$ cat config.mk
export PLATFORM = sky130hd
export DESIGN_NAME = id_ex_stage_flat
export DESIGN_NICKNAME = d
export VERILOG_FILES = /design/src/rtl/id_ex_stage_pkg.sv /design/src/rtl/id_ex_stage_if.sv /design/src/rtl/id_ex_stage_hazard_detect.sv /design/src/rtl/id_ex_stage.sv /design/src/flat_wrapper.sv
export SDC_FILE = /design/constraint.sdc
export NUM_CORES = 1
export LEC_CHECK = 0
export ABC_AREA = 0
export CORE_AREA = 2 2 106 159
export CTS_CLUSTER_DIAMETER = 100
export DETAILED_ROUTE_END_ITERATION = 7
export DIE_AREA = 0 0 108 161
export PLACE_DENSITY = 0.67
export SETUP_SLACK_MARGIN = 0.15
export SYNTH_ARGS = -nofsm -noshare
export SYNTH_HDL_FRONTEND = slang
export SYNTH_SLANG_ARGS = --single-unit
$ cat constraint.sdc
create_clock -name clk -period 2.2 [get_ports clk]
set_input_delay 0.44 -clock clk [delete_from_list [all_inputs] [get_ports clk]]
set_output_delay 0.44 -clock clk [all_outputs]
set_load 0.005 [all_outputs]
$ cat src/rtl/id_ex_stage_pkg.sv
// Shared widths, the zero-register constant and the ID/EX register record.
// Imported by the ID/EX stage, its hazard detector and the forwarding unit.
package id_ex_stage_pkg;

  localparam int unsigned DATA_W     = 32;
  localparam int unsigned REG_ADDR_W = 5;
  localparam int unsigned ALU_OP_W   = 4;

  localparam logic [REG_ADDR_W-1:0] REG_ZERO = 5'b00000;

  typedef struct packed {
    logic                  valid;
    logic [REG_ADDR_W-1:0] rs;
    logic [REG_ADDR_W-1:0] rt;
    logic [REG_ADDR_W-1:0] write_reg_addr;
    logic [DATA_W-1:0]     read_data_1;
    logic [DATA_W-1:0]     read_data_2;
    logic [DATA_W-1:0]     imm;
    logic                  reg_write;
    logic                  mem_read;
    logic                  mem_write;
    logic                  mem_to_reg;
    logic                  alu_src;
    logic [ALU_OP_W-1:0]   alu_op;
  } id_ex_t;

  // All-zero record: no valid, no side effects, no forwarding match.
  localparam id_ex_t BUBBLE = '0;

endpackage

$ cat src/rtl/id_ex_stage_if.sv
// ID -> EX pipeline bus: decoded ID fields in, registered EX fields and stall out.
// The stage uses the slave modport; the decode side drives the master modport.
interface id_ex_stage_if;
  import id_ex_stage_pkg::*;

  logic                  id_valid;
  logic [REG_ADDR_W-1:0] id_rs;
  logic [REG_ADDR_W-1:0] id_rt;
  logic [REG_ADDR_W-1:0] id_rd;
  logic                  id_uses_rs;
  logic                  id_uses_rt;
  logic [DATA_W-1:0]     id_read_data_1;
  logic [DATA_W-1:0]     id_read_data_2;
  logic [DATA_W-1:0]     id_imm;
  logic                  id_reg_write;
  logic                  id_mem_read;
  logic                  id_mem_write;
  logic                  id_mem_to_reg;
  logic                  id_alu_src;
  logic                  id_reg_dst;
  logic [ALU_OP_W-1:0]   id_alu_op;
  logic                  flush;
  logic                  ex_hold;

  logic                  stall;
  logic                  id_ex_valid;
  logic [REG_ADDR_W-1:0] id_ex_rs;
  logic [REG_ADDR_W-1:0] id_ex_rt;
  logic [REG_ADDR_W-1:0] id_ex_write_reg_addr;
  logic [DATA_W-1:0]     id_ex_read_data_1;
  logic [DATA_W-1:0]     id_ex_read_data_2;
  logic [DATA_W-1:0]     id_ex_imm;
  logic                  id_ex_reg_write;
  logic                  id_ex_mem_read;
  logic                  id_ex_mem_write;
  logic                  id_ex_mem_to_reg;
  logic                  id_ex_alu_src;
  logic [ALU_OP_W-1:0]   id_ex_alu_op;

  modport master (
    output id_valid, id_rs, id_rt, id_rd, id_uses_rs, id_uses_rt,
    output id_read_data_1, id_read_data_2, id_imm,
    output id_reg_write, id_mem_read, id_mem_write, id_mem_to_reg, id_alu_src, id_reg_dst,
    output id_alu_op, flush, ex_hold,
    input  stall, id_ex_valid, id_ex_rs, id_ex_rt, id_ex_write_reg_addr,
    input  id_ex_read_data_1, id_ex_read_data_2, id_ex_imm,
    input  id_ex_reg_write, id_ex_mem_read, id_ex_mem_write, id_ex_mem_to_reg, id_ex_alu_src,
    input  id_ex_alu_op
  );

  modport slave (
    input  id_valid, id_rs, id_rt, id_rd, id_uses_rs, id_uses_rt,
    input  id_read_data_1, id_read_data_2, id_imm,
    input  id_reg_write, id_mem_read, id_mem_write, id_mem_to_reg, id_alu_src, id_reg_dst,
    input  id_alu_op, flush, ex_hold,
    output stall, id_ex_valid, id_ex_rs, id_ex_rt, id_ex_write_reg_addr,
    output id_ex_read_data_1, id_ex_read_data_2, id_ex_imm,
    output id_ex_reg_write, id_ex_mem_read, id_ex_mem_write, id_ex_mem_to_reg, id_ex_alu_src,
    output id_ex_alu_op
  );

endinterface

$ cat src/rtl/id_ex_stage_hazard_detect.sv
// Combinational load-use hazard detection and stall generation for the ID/EX stage.
module id_ex_stage_hazard_detect
  import id_ex_stage_pkg::*;
(
  input  logic                  id_valid_i,
  input  logic [REG_ADDR_W-1:0] id_rs_i,
  input  logic [REG_ADDR_W-1:0] id_rt_i,
  input  logic                  id_uses_rs_i,
  input  logic                  id_uses_rt_i,
  input  logic                  ex_valid_i,
  input  logic                  ex_mem_read_i,
  input  logic [REG_ADDR_W-1:0] ex_write_reg_addr_i,
  input  logic                  ex_hold_i,
  output logic                  load_use_o,
  output logic                  stall_o
);

  logic rs_match;
  logic rt_match;

  always_comb begin
    rs_match   = id_uses_rs_i && (id_rs_i == ex_write_reg_addr_i);
    rt_match   = id_uses_rt_i && (id_rt_i == ex_write_reg_addr_i);
    // $0 is hardwired, so a load targeting it never creates a dependency.
    load_use_o = id_valid_i && ex_valid_i && ex_mem_read_i &&
                 (ex_write_reg_addr_i != REG_ZERO) && (rs_match || rt_match);
    stall_o    = load_use_o || ex_hold_i;
  end

endmodule

$ cat src/rtl/id_ex_stage.sv
// ID/EX pipeline register with bubble insertion (flush, load-use) and EX hold,
// plus a saturating count of load-use stall cycles.
module id_ex_stage
  import id_ex_stage_pkg::*;
#(
  parameter int unsigned CNT_W = 16
) (
  input  logic             clk,
  input  logic             reset,
  id_ex_stage_if.slave     bus,
  output logic [CNT_W-1:0] load_use_stalls
);

  id_ex_t           ex_q, ex_d, id_pkt;
  logic [CNT_W-1:0] cnt_q, cnt_d;
  logic             load_use;
  logic             stall;

  id_ex_stage_hazard_detect u_hazard_detect (
    .id_valid_i          (bus.id_valid),
    .id_rs_i             (bus.id_rs),
    .id_rt_i             (bus.id_rt),
    .id_uses_rs_i        (bus.id_uses_rs),
    .id_uses_rt_i        (bus.id_uses_rt),
    .ex_valid_i          (ex_q.valid),
    .ex_mem_read_i       (ex_q.mem_read),
    .ex_write_reg_addr_i (ex_q.write_reg_addr),
    .ex_hold_i           (bus.ex_hold),
    .load_use_o          (load_use),
    .stall_o             (stall)
  );

  always_comb begin
    id_pkt.valid          = bus.id_valid;
    id_pkt.rs             = bus.id_rs;
    id_pkt.rt             = bus.id_rt;
    id_pkt.write_reg_addr = bus.id_reg_dst ? bus.id_rd : bus.id_rt;
    id_pkt.read_data_1    = bus.id_read_data_1;
    id_pkt.read_data_2    = bus.id_read_data_2;
    id_pkt.imm            = bus.id_imm;
    id_pkt.reg_write      = bus.id_reg_write;
    id_pkt.mem_read       = bus.id_mem_read;
    id_pkt.mem_write      = bus.id_mem_write;
    id_pkt.mem_to_reg     = bus.id_mem_to_reg;
    id_pkt.alu_src        = bus.id_alu_src;
    id_pkt.alu_op         = bus.id_alu_op;
  end

  // Hold beats flush: the branch unit keeps flush up until EX releases.
  always_comb begin
    ex_d = ex_q;
    if (bus.ex_hold) begin
      ex_d = ex_q;
    end else if (bus.flush || load_use) begin
      ex_d = BUBBLE;
    end else begin
      ex_d = id_pkt;
    end
  end

  always_comb begin
    cnt_d = cnt_q;
    if (load_use && !bus.ex_hold && !bus.flush && (cnt_q != '1)) begin
      cnt_d = cnt_q + 1'b1;
    end
  end

  always_ff @(posedge clk) begin
    if (reset) begin
      ex_q  <= BUBBLE;
      cnt_q <= '0;
    end else begin
      ex_q  <= ex_d;
      cnt_q <= cnt_d;
    end
  end

  assign load_use_stalls          = cnt_q;
  assign bus.stall                = stall;
  assign bus.id_ex_valid          = ex_q.valid;
  assign bus.id_ex_rs             = ex_q.rs;
  assign bus.id_ex_rt             = ex_q.rt;
  assign bus.id_ex_write_reg_addr = ex_q.write_reg_addr;
  assign bus.id_ex_read_data_1    = ex_q.read_data_1;
  assign bus.id_ex_read_data_2    = ex_q.read_data_2;
  assign bus.id_ex_imm            = ex_q.imm;
  assign bus.id_ex_reg_write      = ex_q.reg_write;
  assign bus.id_ex_mem_read       = ex_q.mem_read;
  assign bus.id_ex_mem_write      = ex_q.mem_write;
  assign bus.id_ex_mem_to_reg     = ex_q.mem_to_reg;
  assign bus.id_ex_alu_src        = ex_q.alu_src;
  assign bus.id_ex_alu_op         = ex_q.alu_op;

endmodule

$ cat src/flat_wrapper.sv
// flat-port wrapper written by rule: the top's interface ports become plain ports
module id_ex_stage_flat import id_ex_stage_pkg::*;
#(
  parameter int unsigned CNT_W = 16
)
  (clk, reset, load_use_stalls, bus_id_valid, bus_id_rs, bus_id_rt, bus_id_rd, bus_id_uses_rs, bus_id_uses_rt, bus_id_read_data_1, bus_id_read_data_2, bus_id_imm, bus_id_reg_write, bus_id_mem_read, bus_id_mem_write, bus_id_mem_to_reg, bus_id_alu_src, bus_id_reg_dst, bus_id_alu_op, bus_flush, bus_ex_hold, bus_stall, bus_id_ex_valid, bus_id_ex_rs, bus_id_ex_rt, bus_id_ex_write_reg_addr, bus_id_ex_read_data_1, bus_id_ex_read_data_2, bus_id_ex_imm, bus_id_ex_reg_write, bus_id_ex_mem_read, bus_id_ex_mem_write, bus_id_ex_mem_to_reg, bus_id_ex_alu_src, bus_id_ex_alu_op);
  id_ex_stage_if bus_i ();
  input  logic clk;
  input  logic reset;
  output logic [CNT_W-1:0] load_use_stalls;
  input wire logic [$bits(bus_i.id_valid)-1:0] bus_id_valid;
  input wire logic [$bits(bus_i.id_rs)-1:0] bus_id_rs;
  input wire logic [$bits(bus_i.id_rt)-1:0] bus_id_rt;
  input wire logic [$bits(bus_i.id_rd)-1:0] bus_id_rd;
  input wire logic [$bits(bus_i.id_uses_rs)-1:0] bus_id_uses_rs;
  input wire logic [$bits(bus_i.id_uses_rt)-1:0] bus_id_uses_rt;
  input wire logic [$bits(bus_i.id_read_data_1)-1:0] bus_id_read_data_1;
  input wire logic [$bits(bus_i.id_read_data_2)-1:0] bus_id_read_data_2;
  input wire logic [$bits(bus_i.id_imm)-1:0] bus_id_imm;
  input wire logic [$bits(bus_i.id_reg_write)-1:0] bus_id_reg_write;
  input wire logic [$bits(bus_i.id_mem_read)-1:0] bus_id_mem_read;
  input wire logic [$bits(bus_i.id_mem_write)-1:0] bus_id_mem_write;
  input wire logic [$bits(bus_i.id_mem_to_reg)-1:0] bus_id_mem_to_reg;
  input wire logic [$bits(bus_i.id_alu_src)-1:0] bus_id_alu_src;
  input wire logic [$bits(bus_i.id_reg_dst)-1:0] bus_id_reg_dst;
  input wire logic [$bits(bus_i.id_alu_op)-1:0] bus_id_alu_op;
  input wire logic [$bits(bus_i.flush)-1:0] bus_flush;
  input wire logic [$bits(bus_i.ex_hold)-1:0] bus_ex_hold;
  output wire logic [$bits(bus_i.stall)-1:0] bus_stall;
  output wire logic [$bits(bus_i.id_ex_valid)-1:0] bus_id_ex_valid;
  output wire logic [$bits(bus_i.id_ex_rs)-1:0] bus_id_ex_rs;
  output wire logic [$bits(bus_i.id_ex_rt)-1:0] bus_id_ex_rt;
  output wire logic [$bits(bus_i.id_ex_write_reg_addr)-1:0] bus_id_ex_write_reg_addr;
  output wire logic [$bits(bus_i.id_ex_read_data_1)-1:0] bus_id_ex_read_data_1;
  output wire logic [$bits(bus_i.id_ex_read_data_2)-1:0] bus_id_ex_read_data_2;
  output wire logic [$bits(bus_i.id_ex_imm)-1:0] bus_id_ex_imm;
  output wire logic [$bits(bus_i.id_ex_reg_write)-1:0] bus_id_ex_reg_write;
  output wire logic [$bits(bus_i.id_ex_mem_read)-1:0] bus_id_ex_mem_read;
  output wire logic [$bits(bus_i.id_ex_mem_write)-1:0] bus_id_ex_mem_write;
  output wire logic [$bits(bus_i.id_ex_mem_to_reg)-1:0] bus_id_ex_mem_to_reg;
  output wire logic [$bits(bus_i.id_ex_alu_src)-1:0] bus_id_ex_alu_src;
  output wire logic [$bits(bus_i.id_ex_alu_op)-1:0] bus_id_ex_alu_op;
  assign bus_i.id_valid = bus_id_valid;
  assign bus_i.id_rs = bus_id_rs;
  assign bus_i.id_rt = bus_id_rt;
  assign bus_i.id_rd = bus_id_rd;
  assign bus_i.id_uses_rs = bus_id_uses_rs;
  assign bus_i.id_uses_rt = bus_id_uses_rt;
  assign bus_i.id_read_data_1 = bus_id_read_data_1;
  assign bus_i.id_read_data_2 = bus_id_read_data_2;
  assign bus_i.id_imm = bus_id_imm;
  assign bus_i.id_reg_write = bus_id_reg_write;
  assign bus_i.id_mem_read = bus_id_mem_read;
  assign bus_i.id_mem_write = bus_id_mem_write;
  assign bus_i.id_mem_to_reg = bus_id_mem_to_reg;
  assign bus_i.id_alu_src = bus_id_alu_src;
  assign bus_i.id_reg_dst = bus_id_reg_dst;
  assign bus_i.id_alu_op = bus_id_alu_op;
  assign bus_i.flush = bus_flush;
  assign bus_i.ex_hold = bus_ex_hold;
  assign bus_stall = bus_i.stall;
  assign bus_id_ex_valid = bus_i.id_ex_valid;
  assign bus_id_ex_rs = bus_i.id_ex_rs;
  assign bus_id_ex_rt = bus_i.id_ex_rt;
  assign bus_id_ex_write_reg_addr = bus_i.id_ex_write_reg_addr;
  assign bus_id_ex_read_data_1 = bus_i.id_ex_read_data_1;
  assign bus_id_ex_read_data_2 = bus_i.id_ex_read_data_2;
  assign bus_id_ex_imm = bus_i.id_ex_imm;
  assign bus_id_ex_reg_write = bus_i.id_ex_reg_write;
  assign bus_id_ex_mem_read = bus_i.id_ex_mem_read;
  assign bus_id_ex_mem_write = bus_i.id_ex_mem_write;
  assign bus_id_ex_mem_to_reg = bus_i.id_ex_mem_to_reg;
  assign bus_id_ex_alu_src = bus_i.id_ex_alu_src;
  assign bus_id_ex_alu_op = bus_i.id_ex_alu_op;
  id_ex_stage #(.CNT_W(CNT_W)) u_core (.clk(clk), .reset(reset), .bus(bus_i), .load_use_stalls(load_use_stalls));
endmodule
==> reports/qor.yml, run 1 <==
die_w_um: 108
hold_depth: 2
fin_skew_ns: 0.008174
finalSetupTns_ns: -5.376
critPathRequiredTime_ns: 1.76
clock-sinks: 137
vias: 4816
p_leak_nw: 3.631
end_kind: "primary output"
root_buffer: "clkbuf_16"
yosysSeqAreaShare_pct: 58.08
powerDensity_mw_per_mm2: 680.0
r2r_cells: 8
min_path_type: "input pin to register"
setup_viol: 101
min_from: "bus_id_rs[2]"
avgSynthCellArea_um2: 11.57
min_to: "u_core.bus.id_ex_rs[2]$_SDFFE_PP0N_"
cp_max_fo: 5
hold_viol: 0
rsz0062_at_grt: "true"
netlist_instances: 408
violations: "negative setup slack"
cts_tree: "done"
start_kind: "register"
worst_pin_slew_ns: 0.3638
fillers: 1314
vdd_drop_max_uv: 398.4
areaGrowthSynthToFinish_pct: 95.28
yosysWarningCount: 0
power.total_mw: 6.271
htreeDepth: 4
grt_pass1_wl_mm: 23.97
numCtsBuffers: 17
multi_input_area_mm2: 0.002142
buffer_ports.inserted: 265
period_share_pct: 106.1
slew_headroom_pct: 75.75
dr.pass1.iters: 5
seqCellArea_mm2: 0.002748
r2r_end: "u_core.bus.id_ex_rs[1]$_SDFFE_PP0N_"
crit_type: "register to primary output"
gp_congestion: 0.8686
wl_per_cell_um: 19.55
die_height_um: 161
synth_cell_types: 31
fin_area_mm2: 0.009221
cp.arrival_ns: 1.89
placed_cell_area_mm2: 0.007824
r2r_start: "u_core.bus.id_ex_write_reg_addr[1]$_SDFFE_PP0N_"
outcome: "finished, violations left"
wl_mm: 18.42
hpwlAfterDp_mm: 11.08
grt_use_total_pct: 17.49
cts.clk_slew.worst_paths_ns: 0.06
rows: 57
setup_ws_ns: -0.1337
drv_slew: 0
start_util_pct: 29.43
drive_above_1_share_pct: 19.32
ios: 266
grt_pass1_vias: 4691
rrSetupSlack_ns: -0.12
worstSkewPairLatency_ns: 0.42
fin_nets: 851
core_mm2: 0.01605
ys_ff_latch: 137
timing.fmax_mhz: 428.5
clockBufferDepth: 2
maxCapViolations: 0
antenna_found_initial: 1
fin_crit_ns: 2.334
remaining_drc_errors: 0
overflow: 0
drtIter0Drc: 204
syn_nets: 537
antenna_left: 0
grt_start_max_net_pins: 55
syn_area_mm2: 0.004722
vias_per_cell: 5.113
die_area_mm2: 0.01739
==> cells in the final DEF (no fill, tap or decap), types with 3 or more instances in the layout <==
| cell | Yosys | final |
|---|---|---|
| clkdlybuf4s50_1 | 0 | 257 |
| dfxtp_1 | 137 | 135 |
| a22o_1 | 121 | 121 |
| buf_4 | 1 | 30 |
| clkbuf_16 | 0 | 28 |
| nor2_1 | 17 | 13 |
| nand3_1 | 10 | 10 |
| buf_12 | 0 | 10 |
| nand4_1 | 9 | 9 |
| nor2b_1 | 9 | 9 |
| mux2_4 | 0 | 8 |
| xor2_1 | 8 | 7 |
| nor4_4 | 0 | 6 |
| inv_6 | 0 | 6 |
| dlygate4sd2_1 | 0 | 6 |
| o31ai_1 | 6 | 5 |
| mux2_2 | 8 | 5 |
| or4_4 | 0 | 5 |
| buf_6 | 0 | 5 |
| o31a_4 | 0 | 4 |
| a21oi_2 | 0 | 4 |
| clkinvlp_4 | 0 | 4 |
| nor4_2 | 0 | 3 |
| nor3_4 | 0 | 3 |
| nand2_1 | 4 | 3 |
| buf_8 | 0 | 3 |
==> per-stage QoR <==
step	utilization, %	hold WS, ns	setup slack [ns]	instances
after floorplan	-	0.4660	0.1538	408
final	57.47	0.4145	-0.1337	942
after global routing	57.47	0.4024	-0.2342	942
after CTS	52.68	0.3948	-0.03767	912
after detailed placement	48.76	0.4553	-0.5651	879
after global placement	48.76	0.4544	-0.5807	879
==> how the worst max path moves through the flow <==
stage               cells after the start                                      end                                             from
floorplan                               7  u_core.load_use_stalls[10]$_SDFFE_PP0P_           u_core.load_use_stalls[0]$_SDFFE_PP0P_
global placement                        6                                bus_stall                                     bus_id_rs[3]
finish                                  5                                bus_stall  u_core.bus.id_ex_write_reg_addr[1]$_SDFFE_PP0N_
detailed placement                      8  u_core.bus.id_ex_alu_op[0]$_SDFFE_PP0N_                                     bus_id_rs[3]
CTS                                     5                                bus_stall  u_core.bus.id_ex_write_reg_addr[1]$_SDFFE_PP0N_
global route                            5                                bus_stall  u_core.bus.id_ex_write_reg_addr[1]$_SDFFE_PP0N_
==> report_power, final <==
group	internal (mW)	switching, mW	leakage (nW)
Combinational	0.515	0.265	2.24
Clock	1.70	1.17	0.277
Sequential	2.57	0.0533	1.12
==> routing by layer <==
layer / wire length [µm] / track usage [%] / part of all wire [%] / vias up
met1: 7132 / 19.23 / 39 / 2308
met5: 0 / 0 / 0 / -
met4: 607 / 8.275 / 3.3 / 0
met2: 9346 / 29.93 / 51 / 251
li1: - / - / - / 2205
met3: 1329 / 5.892 / 7.2 / 52
==> critical path: stages (launching register included) <==
cell	delay, ns
dfxtp_4	0.37
xor2_2	0.15
nor4_2	0.37
a32oi_2	0.18
o31ai_1	0.24
buf_2	0.16
==> cells by family (layout without fill, tap and decap cells) <==
| logic type | count (synthesis) | in the layout | synth area share (%) |
|---|---|---|---|
| compound gates | 137 | 140 | 24.72 |
| xor+xnor | 10 | 10 | 1.855 |
| fa+ha+maj | 1 | 1 | 0.2649 |
| buf+inv | 35 | 359 | 3.127 |
| flops | 137 | 137 | 58.08 |
| mux | 15 | 15 | 3.551 |
| other cells | 0 | 1 | 0 |
| simple gates | 73 | 73 | 8.399 |
==> Yosys cell counts, drive strengths merged <==
library cell    n  share of area, %
or3             1              0.13
or4             7               1.1
or2             1              0.13
clkbuf         21               1.7
dfxtp         137                58
nor2b           9               1.2
xnor2           2              0.37
a22o          121                22
and2            1              0.13
o31ai           6              0.95
a21oi           6              0.64
mux2i           1              0.21
inv             2              0.16
o31a            1              0.19
nor3            3              0.32
nand4           9               1.2
nand2b          2              0.26
o21ba           1              0.21
nand3          10               1.1
nor2           17               1.4
mux2           14               3.3
xor2            8               1.5
nand2           4              0.32
a32oi           1              0.19
buf            12               1.3
nor4            9               1.2
ha              1              0.26
o21ai           1              0.11
==> repair_timing <==
item | in CTS | in global routing
cloned | 0 | 22
hold buffers | 0 | 0
endpoints found under the hold margin | 0 | 0
gates resized for setup | 18 | 59
pin swaps | 4 | 138
setup buffers | 1 | 7
endpoints found under the setup margin | 128 | 136
==> cell type report <==
| class | count | area share, % |
|---|---|---|
| Timing Repair Buffer | 325 | 37.65 |
| Sequential cell | 137 | 29.80 |
| Multi-Input combinational cell | 239 | 23.23 |
| Clock buffer | 18 | 4.654 |
| Tap cell | 206 | 2.795 |
| Clock inverter | 14 | 1.764 |
| Inverter | 2 | 0.08141 |
| Antenna cell | 1 | 0.02714 |
Power figures use the tool's default switching activity.
==> run 2: changes to the inputs <==
Settings changed: CORE_AREA 2 2 106 159 to 2 2 100 150, DIE_AREA 0 0 108 161 to 0 0 102 152, PLACE_DENSITY 0.67 to 0.74.
==> run 2 against run 1 <==
Compared with the run above:
- register-to-register slack is essentially flat
- total power down 2.9%
- the flow still finishes with violations (negative setup slack)
- count of clock-buffer cells in the layout grew 2
- hold slack worse by 0.080 ns
- critical endpoint is now u_core.bus.id_ex_rs[3]$_SDFFE_PP0N_
- first-iteration DRC count decreased by 23%
- non-clock buffer count is 13 lower
- wire length shrank 6.9%
- via count decreased by 2.7%
- largest cell class unchanged
- worst setup slack improved by 0.027 ns
- flip-flop and latch count is the same
==> reports/qor.yml, run 2 (same netlist as run 1, synthesis figures left out) <==
worst_pin_slew_ns: 0.4221
rows: 54
grt_pass1_wl_mm: 23.83
fin_cells: 915
cp.arrival_ns: 2.60
gp_congestion: 0.9070
maxCapViolations: 0
drtIter0Drc: 157
p_leak_nw: 3.487
cts_tree: "done"
numCtsBuffers: 17
wl_per_cell_um: 18.73
die_area_mm2: 0.01550
vias: 4684
cts.clk_slew.worst_paths_ns: 0.06
die_height_um: 152
multi_input_area_mm2: 0.002085
met1_usage_pct: 21.81
min_from: "bus_id_rs[3]"
start_util_pct: 32.97
period_share_pct: 104.9
antenna_cells: 0
drive_above_1_share_pct: 17.94
wl_mm: 17.14
grt_use_total_pct: 19.42
powerDensity_mw_per_mm2: 684.4
hold_viol: 0
violations: "negative setup slack"
vdd_drop_max_uv: 383.3
p_sw_share_pct: 23.15
drv_slew: 0
fin_skew_ns: 0.009908
grt_start_max_net_pins: 92
root_buffer: "clkbuf_16"
pwr-share-comb_pct: 11.8
p_sw_mw: 1.410
ios: 266
clockBufferDepth: 2
die_w_um: 102
overflow: 0
dr.pass1.iters: 4
grt_pass1_vias: 4661
rsz0062_at_grt: "true"
fin_area_mm2: 0.008897
timing.fmax_mhz: 433.5
final_cell_mix: "clkdlybuf4s50_1 (257), dfxtp_1 (132), a22o_1 (121), buf_4 (30), clkbuf_16 (26)"
fin_crit_ns: 2.307
placed_cells: 867
finalSetupTns_ns: -8.212
core_mm2: 0.01432
critPathRequiredTime_ns: 2.49
internal_power_mw: 4.679
hpwlAfterDp_mm: 10.90
slew_headroom_pct: 71.86
grt.busiest_layer: "met2"
fillers: 1148
seqCellArea_mm2: 0.002751
setup_viol: 122
seqPwrFrac_pct: 43.1
buffer_ports.inserted: 265
setup_ws_ns: -0.1069
htreeDepth: 4
crit_type: "input pin to register"
vias_per_cell: 5.119
areaGrowthSynthToFinish_pct: 88.42
antenna_left: 0
end_kind: "register"
remaining_drc_errors: 0
place_ws_ns: -0.6321
antenna_found_initial: 0
p_clk_share_pct: 45.1
grtUsageMet3_pct: 5.198
use_met2_pct: 33.52
clock-sinks: 137
outcome: "finished, violations left"
cp_max_fo: 23
fin_nets: 835
min_path_type: "input pin to register"
start_kind: "input pin"
r2r_start: "u_core.bus.id_ex_write_reg_addr[1]$_SDFFE_PP0N_"
cp-startpoint: "bus_id_rt[3]"
placed_cell_area_mm2: 0.007784
final_common_cell: "clkdlybuf4s50_1"
worstSkewPairLatency_ns: 0.41
==> run 2: cell count changes in the layout (fill, tap and decap cells not counted), sizes merged <==
cell / change
buf: -11
inv: -3
o31a: -3
bufinv: -1
clkinv: +1
clkinvlp: +1
diode: -1
==> run 2: power groups by stage <==
stage / Clock [mW] / Combinational (mW) / Sequential (mW)
6_report: 2.75 / 0.719 / 2.62
5_1_grt: 2.94 / 0.764 / 2.63
4_1_cts: 2.81 / 0.667 / 2.62
3_5_place_dp: 0 / 0.665 / 2.67
3_3_place_gp: 0 / 0.653 / 2.67
2_1_floorplan: 0 / 0.175 / 2.68
==> run 2: per-layer routing <==
| metal | wire length, µm | vias to the layer above |
|---|---|---|
| met5 | 0 | - |
| met2 | 8863 | 233 |
| met3 | 1122 | 43 |
| li1 | - | 2168 |
| met1 | 6609 | 2240 |
| met4 | 547 | 0 |
==> run 2: worst max-delay path, stage by stage <==
cell and delay [ns]:
clkdlybuf4s50_1 0.45, xor2_1 0.17, nor4_2 0.18, a32oi_1 0.13, buf_4 0.19, buf_12 0.15
o31a_4 0.40, clkbuf_16 0.24, a22o_1 0.24
==> run 2: worst paths after layout <==
check	to	slack (ns)	depth (start not counted)
max	u_core.bus.id_ex_rs[3]$_SDFFE_PP0N_	-0.11	9
min	u_core.bus.id_ex_rs[3]$_SDFFE_PP0N_	0.33	2
max reg2reg	u_core.bus.id_ex_rs[3]$_SDFFE_PP0N_	-0.11	8
min reg2reg	u_core.bus.id_ex_read_data_1[3]$_SDFFE_PP0N_	0.47	1
==> run 2: final cells by class <==
class / instances / area share, %
repair buffers: 312 / 36.37
flip-flops and latches: 137 / 30.92
clock buffers: 20 / 5.133
well taps: 196 / 2.756
multi-input cells: 236 / 23.43
clock inverters: 12 / 1.308
inverters: 2 / 0.08438
==> run 2: timing repair <==
item	in CTS	in global routing
hold buffers	0	0
gates cloned	0	10
setup buffers	0	6
endpoints found under the setup margin	134	137
gates resized for setup	12	56
pin swaps	4	32
==> run 2: stage by stage <==
stage / utilization [%] / power, mW / hold slack (ns)
4_1_cts: 58.31 / 6.101 / 0.4550
5_1_grt: 62.12 / 6.335 / 0.3152
3_5_place_dp: 54.34 / 3.339 / 0.4550
6_report: 62.12 / 6.089 / 0.3346
2_1_floorplan: - / 2.853 / 0.4660
3_3_place_gp: 54.34 / 3.326 / 0.4563
==> run 3: changes to the inputs <==
Settings changed: CORE_AREA 2 2 100 150 to 2 2 111 113, DIE_AREA 0 0 102 152 to 0 0 113 115, PLACE_DENSITY 0.74 to 0.83.
Clock period 2.2 ns to 2.83 ns, I/O delays scaled along.
==> run 3 against run 2 <==
Compared with the run above:
- the run ends with design-rule violations left
- global-route usage up 2.6 points
- combinational power down 29%
- total power down 22%
- via count down 4.7%
- hold slack better by 0.10 ns
- count of clock-buffer cells in the layout up 1
- cell count down 9.1%
- final area down 7.7%
- sequential share of layout area up 2.5 points
==> reports/qor.yml, run 3 (same netlist as run 1, synthesis figures left out) <==
r2r_end: "u_core.load_use_stalls[15]$_SDFFE_PP0P_"
fin_crit_ns: 2.608
core_mm2: 0.01181
clock-sinks: 137
setup_viol: 0
cp.arrival_ns: 2.04
grt_pass1_vias: 4556
numCtsBuffers: 17
areaGrowthSynthToFinish_pct: 73.87
antenna_found_initial: 0
placed_cells: 798
grt_use_total_pct: 22.07
drive_above_1_share_pct: 8.613
die_area_mm2: 0.01300
p_clk_share_pct: 46.1
vias_per_cell: 5.368
drv_slew: 0
final_common_cell: "clkdlybuf4s50_1"
wl_per_cell_um: 18.12
r2r_cells: 6
hold_ws_ns: 0.4364
violations: "design-rule violations"
rsz0062_at_grt: "false"
hpwlAfterDp_mm: 10.33
rows: 40
cts.clk_slew.worst_paths_ns: 0.06
hold_viol: 0
cts_tree: "done"
grt_start_max_net_pins: 86
drtIter0Drc: 244
final_cell_mix: "clkdlybuf4s50_1 (259), dfxtp_1 (137), a22o_1 (121), clkbuf_16 (18), nor2_1 (16)"
internal_power_mw: 3.708
fin_skew_ns: 0.01173
root_buffer: "clkbuf_16"
die_height_um: 115
dr.pass1.iters: 7
period_share_pct: 92.14
seqPwrFrac_pct: 43.1
p_sw_mw: 1.034
pwr-share-comb_pct: 10.8
slew_headroom_pct: 68.01
overflow: 0
maxCapViolations: 0
cp_max_fo: 2
r2r_start: "u_core.load_use_stalls[0]$_SDFFE_PP0P_"
start_util_pct: 39.98
vdd_drop_max_uv: 362.0
fin_nets: 802
worstSkewPairLatency_ns: 0.42
hold_buffers: 0
min_to: "u_core.bus.id_ex_rs[3]$_SDFFE_PP0N_"
die_w_um: 113
p_leak_nw: 3.165
clockBufferDepth: 2
grt_pass1_wl_mm: 22.67
ios: 266
powerDensity_mw_per_mm2: 577.5
critPathRequiredTime_ns: 2.26
vias: 4466
fin_cells: 832
antenna_cells: 0
rrSetupSlack_ns: 0.41
min_from: "bus_id_rs[3]"
wl_mm: 15.08
p_sw_share_pct: 21.80
min_path_type: "input pin to register"
remaining_drc_errors: 15
htreeDepth: 4
gp_congestion: 0.7931
end_kind: "primary output"
hold_depth: 2
crit_type: "input pin to primary output"
timing.fmax_mhz: 383.5
outcome: "finished, violations left"
worst_pin_slew_ns: 0.4786
start_kind: "input pin"
antenna_left: 0
buffer_ports.inserted: 265
-- run 3: cell count changes in the layout (fill, tap and decap cells not counted), sizes merged, moves of 2 or more --
cell           change
clkinv             +4
dlymetal6s2s       +4
inv                -3
dlygate4sd2        -6
clkdlybuf4s50      +2
clkbuf             -7
buf               -25
clkinvlp           -4
-- run 3: cell type report --
type                    instances  area, µm²
multi-input cells             236       1862
clock buffers                  21      470.5
flip-flops and latches        137       2743
repair buffers                279       2826
clock inverters                10      117.6
inverters                       2      7.507
well taps                     147      183.9
fillers                       855       3601
-- run 3: critical path: stages --
cell and delay, ns:
clkdlybuf4s50_1 0.46, xor2_1 0.16, nor4_1 0.24, a32oi_2 0.19, o31ai_1 0.26, buf_2 0.16
-- run 3: power by group through the flow --
| stage | logic, mW | registers, mW | clock network [mW] |
|---|---|---|---|
| final | 0.513 | 2.04 | 2.19 |
| after global routing | 0.546 | 2.05 | 2.30 |
| after CTS | 0.507 | 2.04 | 2.23 |
| after detailed placement | 0.502 | 2.08 | 0 |
| after global placement | 0.491 | 2.08 | 0 |
| after floorplan | 0.136 | 2.08 | 0 |
-- run 3: per-stage QoR --
stage / area [µm²] / setup slack, ns / setup TNS [ns] / power [mW] / util, %
3_5_place_dp: 7535 / -0.2494 / -17.45 / 2.583 / 63.79
4_1_cts: 8132 / 0.1776 / 0 / 4.774 / 68.85
3_3_place_gp: 7535 / -0.1870 / -8.174 / 2.569 / 63.79
6_report: 8210 / 0.2224 / 0 / 4.742 / 69.51
5_1_grt: 8210 / 0.1279 / 0 / 4.896 / 69.51
2_1_floorplan: 4722 / 0.6157 / 0 / 2.218 / -
-- run 3: worst max path at each step --
stage | to | cells past startpoint | start | slack, ns
after floorplan | bus_stall | 5 | bus_id_rs[3] | 0.62
after global placement | bus_stall | 6 | bus_id_rt[3] | -0.19
after detailed placement | bus_stall | 6 | bus_id_rt[3] | -0.25
after CTS | u_core.bus.id_ex_imm[6]$_SDFFE_PP0N_ | 9 | bus_id_rs[1] | 0.18
after global routing | bus_stall | 6 | bus_id_rs[1] | 0.13
final | bus_stall | 6 | bus_id_rs[1] | 0.22
-- run 3: repair_timing --
item	CTS	global route
resized for setup	5	10
pin swaps	4	5
setup endpoints to repair	1	122
gates cloned	0	2
buffers inserted	1	0
-- run 3: routing by layer --
metal / up-vias / share of wire [%] / wire [µm] / GRT usage, %
li1: 2098 / - / - / -
met4: 0 / 2.4 / 364 / 9.350
met5: - / 0 / 0 / 0
met1: 2140 / 39 / 5847 / 24.68
met2: 202 / 51 / 7669 / 38.24
met3: 26 / 7.9 / 1196 / 7.907
